==> src/rtl/vram_arb_pkg.sv <==
`default_nettype none
// ============================================================================
// Module      : vram_arb_pkg
// Description : Shared types, constants and helpers for the VRAM arbiter.
// Revision    : 1.0 - initial release
// ============================================================================
package vram_arb_pkg;

  localparam int NUM_PORTS = 3;
  localparam int RAM_AW    = 14;

  typedef enum logic [1:0] {
    ACTIVE  = 2'd0,
    STANDBY = 2'd1,
    WAKE    = 2'd2
  } state_t;

  // The RAM macro masks writes per nibble; each byte enable covers two nibbles.
  function automatic logic [3:0] be_to_nibble_mask(input logic [1:0] be);
    return {be[1], be[1], be[0], be[0]};
  endfunction

endpackage
`default_nettype wire

==> src/rtl/vram_arbiter_if.sv <==
`default_nettype none
// ============================================================================
// Module      : vram_arbiter_if
// Description : Requester-side bus of the VRAM arbiter: CPU port 0 (R/W),
//               layer fetch port 1 and sprite fetch port 2 (read-only).
// Revision    : 1.0 - initial release
// ============================================================================
interface vram_arbiter_if import vram_arb_pkg::*; ();

  logic              r0_req;
  logic              r0_we;
  logic [RAM_AW-1:0] r0_addr;
  logic [15:0]       r0_wdata;
  logic [1:0]        r0_be;
  logic              r0_ack;
  logic              r0_rvalid;

  logic              r1_req;
  logic [RAM_AW-1:0] r1_addr;
  logic              r1_ack;
  logic              r1_rvalid;

  logic              r2_req;
  logic [RAM_AW-1:0] r2_addr;
  logic              r2_ack;
  logic              r2_rvalid;

  logic [15:0]       rdata;

  // Requesters drive request/address/data and observe grant/return.
  modport master (
    output r0_req, r0_we, r0_addr, r0_wdata, r0_be,
    output r1_req, r1_addr,
    output r2_req, r2_addr,
    input  r0_ack, r0_rvalid, r1_ack, r1_rvalid, r2_ack, r2_rvalid, rdata
  );

  // The arbiter sees requests and returns grants and read data.
  modport slave (
    input  r0_req, r0_we, r0_addr, r0_wdata, r0_be,
    input  r1_req, r1_addr,
    input  r2_req, r2_addr,
    output r0_ack, r0_rvalid, r1_ack, r1_rvalid, r2_ack, r2_rvalid, rdata
  );

endinterface
`default_nettype wire

==> src/rtl/rr_arbiter3.sv <==
`default_nettype none
// ============================================================================
// Module      : rr_arbiter3
// Description : Combinational 3-way round-robin picker. Priority starts at the
//               index after 'last' and wraps 0,1,2.
// Revision    : 1.0 - initial release
// ============================================================================
module rr_arbiter3 (
  input  logic [2:0] req,
  input  logic [1:0] last,
  output logic [2:0] grant,
  output logic [1:0] index,
  output logic       any
);

  logic [1:0] p0, p1, p2;

  // Rotate the priority order so the most recently served port is checked last.
  always_comb begin
    case (last)
      2'd0:    begin p0 = 2'd1; p1 = 2'd2; p2 = 2'd0; end
      2'd1:    begin p0 = 2'd2; p1 = 2'd0; p2 = 2'd1; end
      default: begin p0 = 2'd0; p1 = 2'd1; p2 = 2'd2; end
    endcase

    grant = 3'b000;
    index = last;
    any   = 1'b0;
    if (req[p0]) begin
      grant[p0] = 1'b1;
      index     = p0;
      any       = 1'b1;
    end else if (req[p1]) begin
      grant[p1] = 1'b1;
      index     = p1;
      any       = 1'b1;
    end else if (req[p2]) begin
      grant[p2] = 1'b1;
      index     = p2;
      any       = 1'b1;
    end
  end

endmodule
`default_nettype wire

==> src/rtl/vram_arbiter.sv <==
`default_nettype none
// ============================================================================
// Module      : vram_arbiter
// Description : Shares one 16K x 16 single-port VRAM between the CPU, layer
//               and sprite fetch ports, one access per clock, with an idle
//               driven standby controller and timed wake sequence.
// Revision    : 1.0 - initial release
// ============================================================================
module vram_arbiter import vram_arb_pkg::*; #(
  parameter int IDLE_CYCLES = 64,
  parameter int WAKE_CYCLES = 2
) (
  input  logic              clk,
  input  logic              reset,
  vram_arbiter_if.slave     bus,
  output logic [RAM_AW-1:0] ram_ad,
  output logic [15:0]       ram_di,
  output logic [3:0]        ram_maskwe,
  output logic              ram_we,
  output logic              ram_cs,
  output logic              ram_stdby,
  output logic              ram_sleep,
  output logic              ram_pwroff_n,
  input  logic [15:0]       ram_do,
  output logic              standby
);

  localparam int             ICW       = (IDLE_CYCLES > 1) ? $clog2(IDLE_CYCLES + 1) : 1;
  localparam logic [ICW-1:0] IDLE_MAX  = ICW'(IDLE_CYCLES);
  localparam logic [ICW-1:0] IDLE_LAST = (IDLE_CYCLES > 0) ? ICW'(IDLE_CYCLES - 1) : '0;
  localparam logic [3:0]     WAKE_LAST = 4'(WAKE_CYCLES - 1);

  state_t                 state;
  logic [ICW-1:0]         idle_cnt;
  logic [3:0]             wake_cnt;
  logic [1:0]             rr_last;
  logic [NUM_PORTS-1:0]   rvalid_q;
  logic [RAM_AW-1:0]      ad_hold;

  logic [NUM_PORTS-1:0]   req_vec;
  logic [NUM_PORTS-1:0]   arb_req;
  logic [NUM_PORTS-1:0]   grant;
  logic [1:0]             grant_idx;
  logic                   grant_any;
  logic                   any_req;
  logic [RAM_AW-1:0]      sel_addr;

  assign req_vec = {bus.r2_req, bus.r1_req, bus.r0_req};
  assign any_req = |req_vec;
  // Grants only exist in ACTIVE and are suppressed while reset is asserted.
  assign arb_req = (state == ACTIVE && !reset) ? req_vec : '0;

  rr_arbiter3 u_rr (
    .req   (arb_req),
    .last  (rr_last),
    .grant (grant),
    .index (grant_idx),
    .any   (grant_any)
  );

  // Address of the granted port; the last driven address is held when idle.
  always_comb begin
    case (grant_idx)
      2'd0:    sel_addr = bus.r0_addr;
      2'd1:    sel_addr = bus.r1_addr;
      default: sel_addr = bus.r2_addr;
    endcase
  end

  assign ram_ad       = grant_any ? sel_addr : ad_hold;
  assign ram_di       = bus.r0_wdata;
  assign ram_cs       = grant_any;
  assign ram_we       = grant[0] & bus.r0_we;
  assign ram_maskwe   = grant_any ? be_to_nibble_mask(bus.r0_be) : 4'b0000;
  assign ram_sleep    = 1'b0;
  assign ram_pwroff_n = 1'b1;

  assign bus.r0_ack    = grant[0];
  assign bus.r1_ack    = grant[1];
  assign bus.r2_ack    = grant[2];
  // A return pending across a reset edge is dropped immediately.
  assign bus.r0_rvalid = rvalid_q[0] & ~reset;
  assign bus.r1_rvalid = rvalid_q[1] & ~reset;
  assign bus.r2_rvalid = rvalid_q[2] & ~reset;
  assign bus.rdata     = ram_do;

  assign standby = (state != ACTIVE);

  // Power state machine, idle/wake counters, round-robin pointer and read return.
  always_ff @(posedge clk) begin
    if (reset) begin
      state     <= ACTIVE;
      idle_cnt  <= '0;
      wake_cnt  <= '0;
      rr_last   <= 2'd2;
      rvalid_q  <= '0;
      ram_stdby <= 1'b0;
      ad_hold   <= '0;
    end else begin
      // Writes never produce a read return.
      rvalid_q <= grant & {2'b11, ~bus.r0_we};
      if (grant_any) begin
        rr_last <= grant_idx;
        ad_hold <= sel_addr;
      end

      case (state)
        ACTIVE: begin
          if (any_req) begin
            idle_cnt <= '0;
          end else begin
            if (idle_cnt != IDLE_MAX) idle_cnt <= idle_cnt + 1'b1;
            if ((IDLE_CYCLES != 0) && (idle_cnt == IDLE_LAST)) begin
              state     <= STANDBY;
              ram_stdby <= 1'b1;
            end
          end
        end
        STANDBY: begin
          if (any_req) begin
            state     <= WAKE;
            wake_cnt  <= '0;
            ram_stdby <= 1'b0;
          end
        end
        WAKE: begin
          wake_cnt <= wake_cnt + 1'b1;
          if (wake_cnt == WAKE_LAST) begin
            state    <= ACTIVE;
            idle_cnt <= '0;
          end
        end
        default: state <= ACTIVE;
      endcase
    end
  end

endmodule
`default_nettype wire

==> src/flat_wrapper.sv <==
// flat-port wrapper written by rule: the top's interface ports become plain ports
module vram_arbiter_flat import vram_arb_pkg::*;
#(
  parameter int IDLE_CYCLES = 64,
  parameter int WAKE_CYCLES = 2
)
  (clk, reset, ram_ad, ram_di, ram_maskwe, ram_we, ram_cs, ram_stdby, ram_sleep, ram_pwroff_n, ram_do, standby, bus_r0_req, bus_r0_we, bus_r0_addr, bus_r0_wdata, bus_r0_be, bus_r1_req, bus_r1_addr, bus_r2_req, bus_r2_addr, bus_r0_ack, bus_r0_rvalid, bus_r1_ack, bus_r1_rvalid, bus_r2_ack, bus_r2_rvalid, bus_rdata);
  vram_arbiter_if bus_i ();
  input  logic clk;
  input  logic reset;
  output logic [RAM_AW-1:0] ram_ad;
  output logic [15:0] ram_di;
  output logic [3:0] ram_maskwe;
  output logic ram_we;
  output logic ram_cs;
  output logic ram_stdby;
  output logic ram_sleep;
  output logic ram_pwroff_n;
  input  logic [15:0] ram_do;
  output logic standby;
  input wire logic [$bits(bus_i.r0_req)-1:0] bus_r0_req;
  input wire logic [$bits(bus_i.r0_we)-1:0] bus_r0_we;
  input wire logic [$bits(bus_i.r0_addr)-1:0] bus_r0_addr;
  input wire logic [$bits(bus_i.r0_wdata)-1:0] bus_r0_wdata;
  input wire logic [$bits(bus_i.r0_be)-1:0] bus_r0_be;
  input wire logic [$bits(bus_i.r1_req)-1:0] bus_r1_req;
  input wire logic [$bits(bus_i.r1_addr)-1:0] bus_r1_addr;
  input wire logic [$bits(bus_i.r2_req)-1:0] bus_r2_req;
  input wire logic [$bits(bus_i.r2_addr)-1:0] bus_r2_addr;
  output wire logic [$bits(bus_i.r0_ack)-1:0] bus_r0_ack;
  output wire logic [$bits(bus_i.r0_rvalid)-1:0] bus_r0_rvalid;
  output wire logic [$bits(bus_i.r1_ack)-1:0] bus_r1_ack;
  output wire logic [$bits(bus_i.r1_rvalid)-1:0] bus_r1_rvalid;
  output wire logic [$bits(bus_i.r2_ack)-1:0] bus_r2_ack;
  output wire logic [$bits(bus_i.r2_rvalid)-1:0] bus_r2_rvalid;
  output wire logic [$bits(bus_i.rdata)-1:0] bus_rdata;
  assign bus_i.r0_req = bus_r0_req;
  assign bus_i.r0_we = bus_r0_we;
  assign bus_i.r0_addr = bus_r0_addr;
  assign bus_i.r0_wdata = bus_r0_wdata;
  assign bus_i.r0_be = bus_r0_be;
  assign bus_i.r1_req = bus_r1_req;
  assign bus_i.r1_addr = bus_r1_addr;
  assign bus_i.r2_req = bus_r2_req;
  assign bus_i.r2_addr = bus_r2_addr;
  assign bus_r0_ack = bus_i.r0_ack;
  assign bus_r0_rvalid = bus_i.r0_rvalid;
  assign bus_r1_ack = bus_i.r1_ack;
  assign bus_r1_rvalid = bus_i.r1_rvalid;
  assign bus_r2_ack = bus_i.r2_ack;
  assign bus_r2_rvalid = bus_i.r2_rvalid;
  assign bus_rdata = bus_i.rdata;
  vram_arbiter #(.IDLE_CYCLES(IDLE_CYCLES), .WAKE_CYCLES(WAKE_CYCLES)) u_core (.clk(clk), .reset(reset), .bus(bus_i), .ram_ad(ram_ad), .ram_di(ram_di), .ram_maskwe(ram_maskwe), .ram_we(ram_we), .ram_cs(ram_cs), .ram_stdby(ram_stdby), .ram_sleep(ram_sleep), .ram_pwroff_n(ram_pwroff_n), .ram_do(ram_do), .standby(standby));
endmodule
==> config.mk <==
export PLATFORM = sky130hd
export DESIGN_NAME = vram_arbiter_flat
export DESIGN_NICKNAME = d
export VERILOG_FILES = /design/src/rtl/vram_arb_pkg.sv /design/src/rtl/vram_arbiter_if.sv /design/src/rtl/rr_arbiter3.sv /design/src/rtl/vram_arbiter.sv /design/src/flat_wrapper.sv
export SDC_FILE = /design/constraint.sdc
export NUM_CORES = 1
export LEC_CHECK = 0
export CELL_PAD_IN_SITES_DETAIL_PLACEMENT = 2
export CELL_PAD_IN_SITES_GLOBAL_PLACEMENT = 2
export CORE_MARGIN = 2
export CORE_UTILIZATION = 19
export DETAILED_ROUTE_END_ITERATION = 6
export PLACE_DENSITY = 0.84
export SETUP_SLACK_MARGIN = 0.15
export SLEW_MARGIN = 15
export SYNTH_ARGS = -nofsm -noshare
export SYNTH_HDL_FRONTEND = slang
export SYNTH_SLANG_ARGS = --single-unit
==> constraint.sdc <==
create_clock -name clk -period 2.1 [get_ports clk]
set_input_delay 0.315 -clock clk [delete_from_list [all_inputs] [get_ports clk]]
set_output_delay 0.315 -clock clk [all_outputs]
set_load 0.005 [all_outputs]
==> impl_metrics.yaml, run 1 <==
power:
  p_total_mw: 2.29
  powerDensity_mw_per_mm2: 548
  ir_drop_mv: 0.257
  leakage_nw: 1.73
route:
  drt_iter0_drc: 90
  vias: 2761
  wl_met3_um: 576
  vias_per_cell: 4.85
  firstDrtPassIters: 4
  route.met2.wl_um: 7100
  wl_per_cell_um: 23.1
  ant_nets: 0
  route.detailed.drc: 0
  wl_um: 13200
  met1Wirelength_um: 4780
  top_layer_used: "met4"
final_layout:
  fin_cells: 569
  final_cell_mix: "54 x buf_4, 50 x clkdlybuf4s50_1, 35 x nand2_1, 29 x dfxtp_1, 27 x nor2_1"
  area_delta_synth_final_pct: 82.2
  nFillCells: 1338
  nNetsFinal: 507
  seq_area_um2: 671
  antennaDiodeCount: 0
  drive_above_1_share: 0.415
  layout_commonest_cell: "buf_4"
  multi_input_area_mm2: 0.00160
  fin_util: 0.351
  stdcell_area_mm2: 0.00419
sta:
  skew_ns: 0.00922
  layout_min_cycle_time_ns: 2.53
  finalWorstSetupSlack_ns: -0.426
  setup_tns_ns: -5.02
  max_freq_mhz: 396
  finalHoldViolCount: 0
  post-route-period-util: 1.20
  setup_viol: 17
  rsz0062_at_grt: "yes"
  drv_slew: 0
  whs_ns: 0.492
yosys:
  seq_area_frac_synth: 0.288
  ys.flop_type: "dfxtp_1"
  ys_ff_latch: 33
  ys_warn_count: 0
  async_reset_ff_frac: 0
  syn-num-nets: 388
  syn_area_mm2: 0.00230
  syn_area_per_cell_um2: 7.61
  synth_cell_types: 52
  synth_edf_count: 0
  syn-instance-count: 302
critical_path:
  timing.rr.start: "u_core.state[1]"
  worstRegToRegCells: 11
  r2r_end: "u_core.ad_hold[6]"
  critPathSlowestCell: "dfxtp_4"
  path_delay_family: "buffers and inverters"
  crit_path_frequent_cell: "buf_4"
  critPathLaunchType: "flip-flop"
  path_cells: "nor3_4 > buf_4 > buf_6 > buf_12 > nand2_8 > buf_4 > a21o_1 > a221oi_4 > nor2_1 > buf_2"
  reg2reg_setup_slack_ns: 0.01
  endpoint_kind: "output port"
  path_class: "reg -> out"
  cp_max_fo: 6
  cp_data_arrival_time_ns: 2.21
  worstPathRequired_ns: 1.78
  cp_slowest_stage_delay_ns: 0.36
  critPathBufInv: 5
global_route:
  antenna_found_initial: 0
  gr-total-overflow: 0
  grt_pass1_vias: 3168
  grt_pass1_wl_um: 19100
  grt_use_total: 0.196
  grt_max_degree: 23
outcome:
  violations: "negative setup slack"
  outcome: "complete, but fails checks"
hold_path:
  whs_endpoint: "u_core.ad_hold[4]"
  min_from: "u_core.ad_hold[4]"
  hp-class: "reg -> reg"
  hold-path-cell-count: 2
clock_network:
  clk_latency_ns: 0.29
  cts_root_buf: "clkbuf_16"
  cts_tree: "built"
  path_clk_slew_ns: 0.06
  cts.sinks: 33
  cts_max_level: 2
  cts_buffer_depth: 2
  cts_buffers: 5
placed_design:
  gp_congestion: 0.750
  io_buffers: 77
  dp.cells: 525
  dpl-instance-area_mm2: 0.00330
  hpwl_um: 7080
  post-place-ws_ns: -0.882
floorplanning:
  core_mm2: 0.0119
  rows: 40
  dieArea_mm2: 0.0130
  initial_core_util: 0.193
  die_h_um: 114
  pin_count: 144
  die_x_um: 114
flow_run:
  drv_cap: 0
==> sequential cells by signal, summed over array words and instances, names as in the netlist <==
signal / cells
u_core.rvalid_q: 3
u_core.wake_cnt: 4
u_core.idle_cnt: 7
u_core.rr_last: 2
u_core.ram_stdby: 1
u_core.state: 2
u_core.ad_hold: 14
==> synth_stat cells, drive strengths merged (7+ instances only) <==
library cell	count	area, um2
a21o	7	52.6
a21oi	21	105
a221oi	8	88.8
buf	43	315
clkbuf	9	33.8
dfxtp	33	661
inv	8	30.0
nand2	43	164
nand2b	9	56.3
nor2	31	119
nor2b	9	56.3
o21ai	21	105
o221a	7	78.8
==> worst register-to-register path, stage by stage (launching register included) <==
cell and delay, ns:
dfxtp_4 0.36, nor3_4 0.19, buf_4 0.16, buf_6 0.11, buf_12 0.11, nand2_8 0.08, buf_4 0.19, a21o_1 0.22
a221oi_4 0.30, buf_4 0.18, buf_6 0.08, a21oi_2 0.03
==> what timing repair did <==
item | 4_1_cts | 5_1_grt
cloned | 1 | 0
resized for setup | 159 | 33
hold buffers | 0 | 0
buffers inserted | 31 | 4
pin swaps | 34 | 11
endpoints found under the setup margin | 42 | 42
==> metal layers <==
layer	vias to the layer above	GRT usage
met1	1354	0.207
met5	-	0
met4	0	0.123
li1	1261	-
met3	47	0.0276
met2	99	0.365
==> worst max-delay path by stage <==
stage,from,endpoint,cells after the start
detailed placement,bus_r2_req,ram_ad[11],7
CTS,u_core.state[0],ram_ad[13],8
global route,u_core.state[0],ram_ad[6],11
floorplan,reset,ram_ad[12],6
global placement,reset,ram_ad[13],8
finish,u_core.state[1],ram_ad[6],10
==> logic make-up after synthesis <==
family                     count (synthesis)  share of synthesized area
AOI/OAI and AO/OA                         80                      0.250
xor gates and xnor gates                   1                    0.00381
adders and majority gates                  4                     0.0218
buffers and inverters                     60                      0.165
DFF                                       33                      0.288
muxes                                      2                    0.00871
other                                      2                    0.00327
and+or+nand+nor                          120                      0.260
==> cell type report <==
class                      instances  share of cell area
multi-input combinational        209               0.382
timing repair buffer             163               0.366
sequential                        33               0.160
tap                              147              0.0439
clock buffer                       7              0.0365
inverter                           8             0.00897
timing repair inverter             1             0.00149
clock inverter                     1             0.00120
==> where the power goes <==
part,switching [mW],internal [mW]
registers,0.0257,0.660
logic,0.351,0.428
clock network,0.325,0.504
total,0.702,1.59
Note: power is estimated with default switching activity, not from simulation.
==> run 2, diff against run 1 <==
GPL_TIMING_DRIVEN = 0   (was unset)
==> run 2 against run 1 <==
- maximum frequency up 3.6%
- core utilization grew 2.5 points
- critical path type unchanged
- critical path depth is 2 lower
- the flow still finishes with violations (negative setup slack)
- via count is 3.9% higher
- flip-flop and latch count is the same
==> impl_metrics.yaml, run 2 (synthesis results as in run 1) <==
route:
  met1Wirelength_um: 4930
  wl_met3_um: 440
  route.met2.wl_um: 7080
  vias_per_cell: 4.76
  ant_nets: 0
  route.detailed.drc: 0
  vias: 2870
  wl_per_cell_um: 21.0
  firstDrtPassIters: 4
  wl_um: 12700
  top_layer_used: "met4"
  drt_iter0_drc: 81
power:
  power_frac_seq: 0.297
  swShare: 0.296
  power.switching_uw: 686
  clockPowerShare: 0.348
  p_total_mw: 2.32
  intPower_mw: 1.64
  leakage_nw: 1.88
  ir_drop_mv: 0.368
  powerDensity_mw_per_mm2: 518
  p_comb_frac: 0.355
critical_path:
  cp_max_fo: 7
  path_delay_family: "simple AND/OR/NAND/NOR gates"
  reg2reg_setup_slack_ns: 0.05
  r2r_end: "u_core.ad_hold[11]"
  cp_slowest_stage_delay_ns: 0.40
  cp_data_arrival_time_ns: 2.12
  endpoint_kind: "output port"
  path_class: "reg -> out"
  critPathBufInv: 3
  critPathLaunchType: "flip-flop"
  worstRegToRegCells: 11
  cp_num_cells: 8
  worstPathRequired_ns: 1.78
  crit_path_frequent_cell: "buf_6"
  path_cells: "buf_6 > or3_4 > o21ai_4 > nand2_4 > buf_6 > a221oi_4 > nor2_1 > buf_2"
  critPathSlowestCell: "or3_4"
  timing.rr.start: "u_core.state[1]"
sta:
  drv_slew: 0
  post-route-period-util: 1.16
  finalHoldViolCount: 0
  rsz0062_at_grt: "yes"
  maxSlewHeadroom: 0.577
  max_freq_mhz: 410
  finalWorstSetupSlack_ns: -0.339
  skew_ns: 0.00674
  worst_pin_slew_ns: 0.634
  layout_min_cycle_time_ns: 2.44
  setup_viol: 14
  whs_ns: 0.377
  setup_tns_ns: -3.74
outcome:
  outcome: "complete, but fails checks"
  violations: "negative setup slack"
global_route:
  grt_pass1_wl_um: 17100
  grt_use_total: 0.169
  grt_max_degree: 11
  grt_pass1_vias: 3167
  gr-total-overflow: 0
  antenna_found_initial: 0
clock_network:
  cts.sinks: 33
  cts_buffers: 5
  clk_latency_ns: 0.28
  cts_root_buf: "clkbuf_16"
  cts_buffer_depth: 2
  path_clk_slew_ns: 0.06
  cts_max_level: 2
  cts_tree: "built"
floorplanning:
  die_h_um: 114
  rows: 40
  die_x_um: 114
  dieArea_mm2: 0.0130
  pin_count: 144
  initial_core_util: 0.193
  core_mm2: 0.0119
final_layout:
  largest-register: "u_core.ad_hold"
  final_cell_mix: "82 x clkdlybuf4s50_1, 52 x buf_4, 34 x nand2_1, 30 x buf_6, 29 x dfxtp_1"
  drive_above_1_share: 0.384
  largest_register_ffs: 14
  nFillCells: 1291
  nNetsFinal: 541
  fin_util: 0.376
  area_delta_synth_final_pct: 95.2
  antennaDiodeCount: 0
  reg.largest.list: "u_core.ad_hold: 14 flops, u_core.idle_cnt: 7 flops, u_core.wake_cnt: 4 flops"
  fin_cells: 603
  layout_commonest_cell: "clkdlybuf4s50_1"
placed_design:
  gp_congestion: 0.805
  hpwl_um: 7260
  dp.cells: 556
  io_buffers: 107
hold_path:
  min_from: "bus_r1_req"
  hp-class: "in -> reg"
  hold-path-cell-count: 3
  whs_endpoint: "u_core.rvalid_q[1]"
flow_run:
  drv_cap: 0
[run 2: cell count changes in the layout (fill, tap and decap cells not counted), sizes merged]
| cell | change |
|---|---|
| dlymetal6s2s | +1 |
| clkbuf | +7 |
| dlygate4sd2 | -4 |
| buf | +3 |
| inv | -1 |
| clkdlybuf4s15 | -4 |
| clkdlybuf4s50 | +32 |
[run 2: metrics by stage]
step                      cell area [um2]  setup WS (ns)
after CTS                            4190         -0.247
after detailed placement             3550          -1.04
after floorplan                      2300          0.214
final                                4480         -0.339
after global placement               3550          -1.02
after global routing                 4480         -0.392
[run 2: metal layers]
metal,up-vias,GRT usage
met3,16,0.0197
li1,1324,-
met2,99,0.332
met5,-,0
met1,1431,0.185
met4,0,0.0610
[run 2: how the worst max path moves through the flow]
stage,endpoint,startpoint,slack [ns]
after floorplan,ram_ad[12],reset,0.21
after global placement,ram_ad[12],bus_r0_req,-1.02
after detailed placement,ram_ad[10],bus_r0_req,-1.04
after CTS,ram_we,u_core.state[1],-0.25
after global routing,ram_ad[13],u_core.state[1],-0.39
final,ram_ad[13],u_core.state[1],-0.34
[run 2: power groups by stage]
| stage | logic, mW | registers [mW] | clock network [mW] |
|---|---|---|---|
| floorplan | 0.252 | 0.689 | 0 |
| global placement | 0.553 | 0.691 | 0 |
| detailed placement | 0.572 | 0.694 | 0 |
| CTS | 0.700 | 0.681 | 0.802 |
| global route | 0.874 | 0.691 | 0.842 |
| finish | 0.825 | 0.688 | 0.808 |
[run 2: cell type report]
type / instances / area (um2) / share of cell area
clock inverters: 1 / 5.00 / 0.00112
repair buffers: 146 / 1420 / 0.317
multi-input cells: 209 / 1620 / 0.361
plain buffers: 52 / 402 / 0.0896
flip-flops and latches: 33 / 666 / 0.148
inverters: 8 / 32.5 / 0.00725
clock buffers: 7 / 153 / 0.0340
well taps: 147 / 184 / 0.0410
[run 2: repair_timing]
item | in CTS | in global routing
hold buffers | 0 | 0
pin swaps | 34 | 7
endpoints found under the setup margin | 46 | 42
gates resized for setup | 168 | 48
gates cloned | 1 | 0
setup buffers | 27 | 11
[run 2: worst register-to-register path: stages (launching register included)]
cell	delay [ns]
dfxtp_2	0.33
buf_6	0.12
nor3_4	0.18
buf_12	0.17
o211ai_1	0.11
buf_4	0.17
a21boi_4	0.14
buf_12	0.17
o221a_4	0.23
buf_4	0.13
buf_6	0.11
o21ai_4	0.13
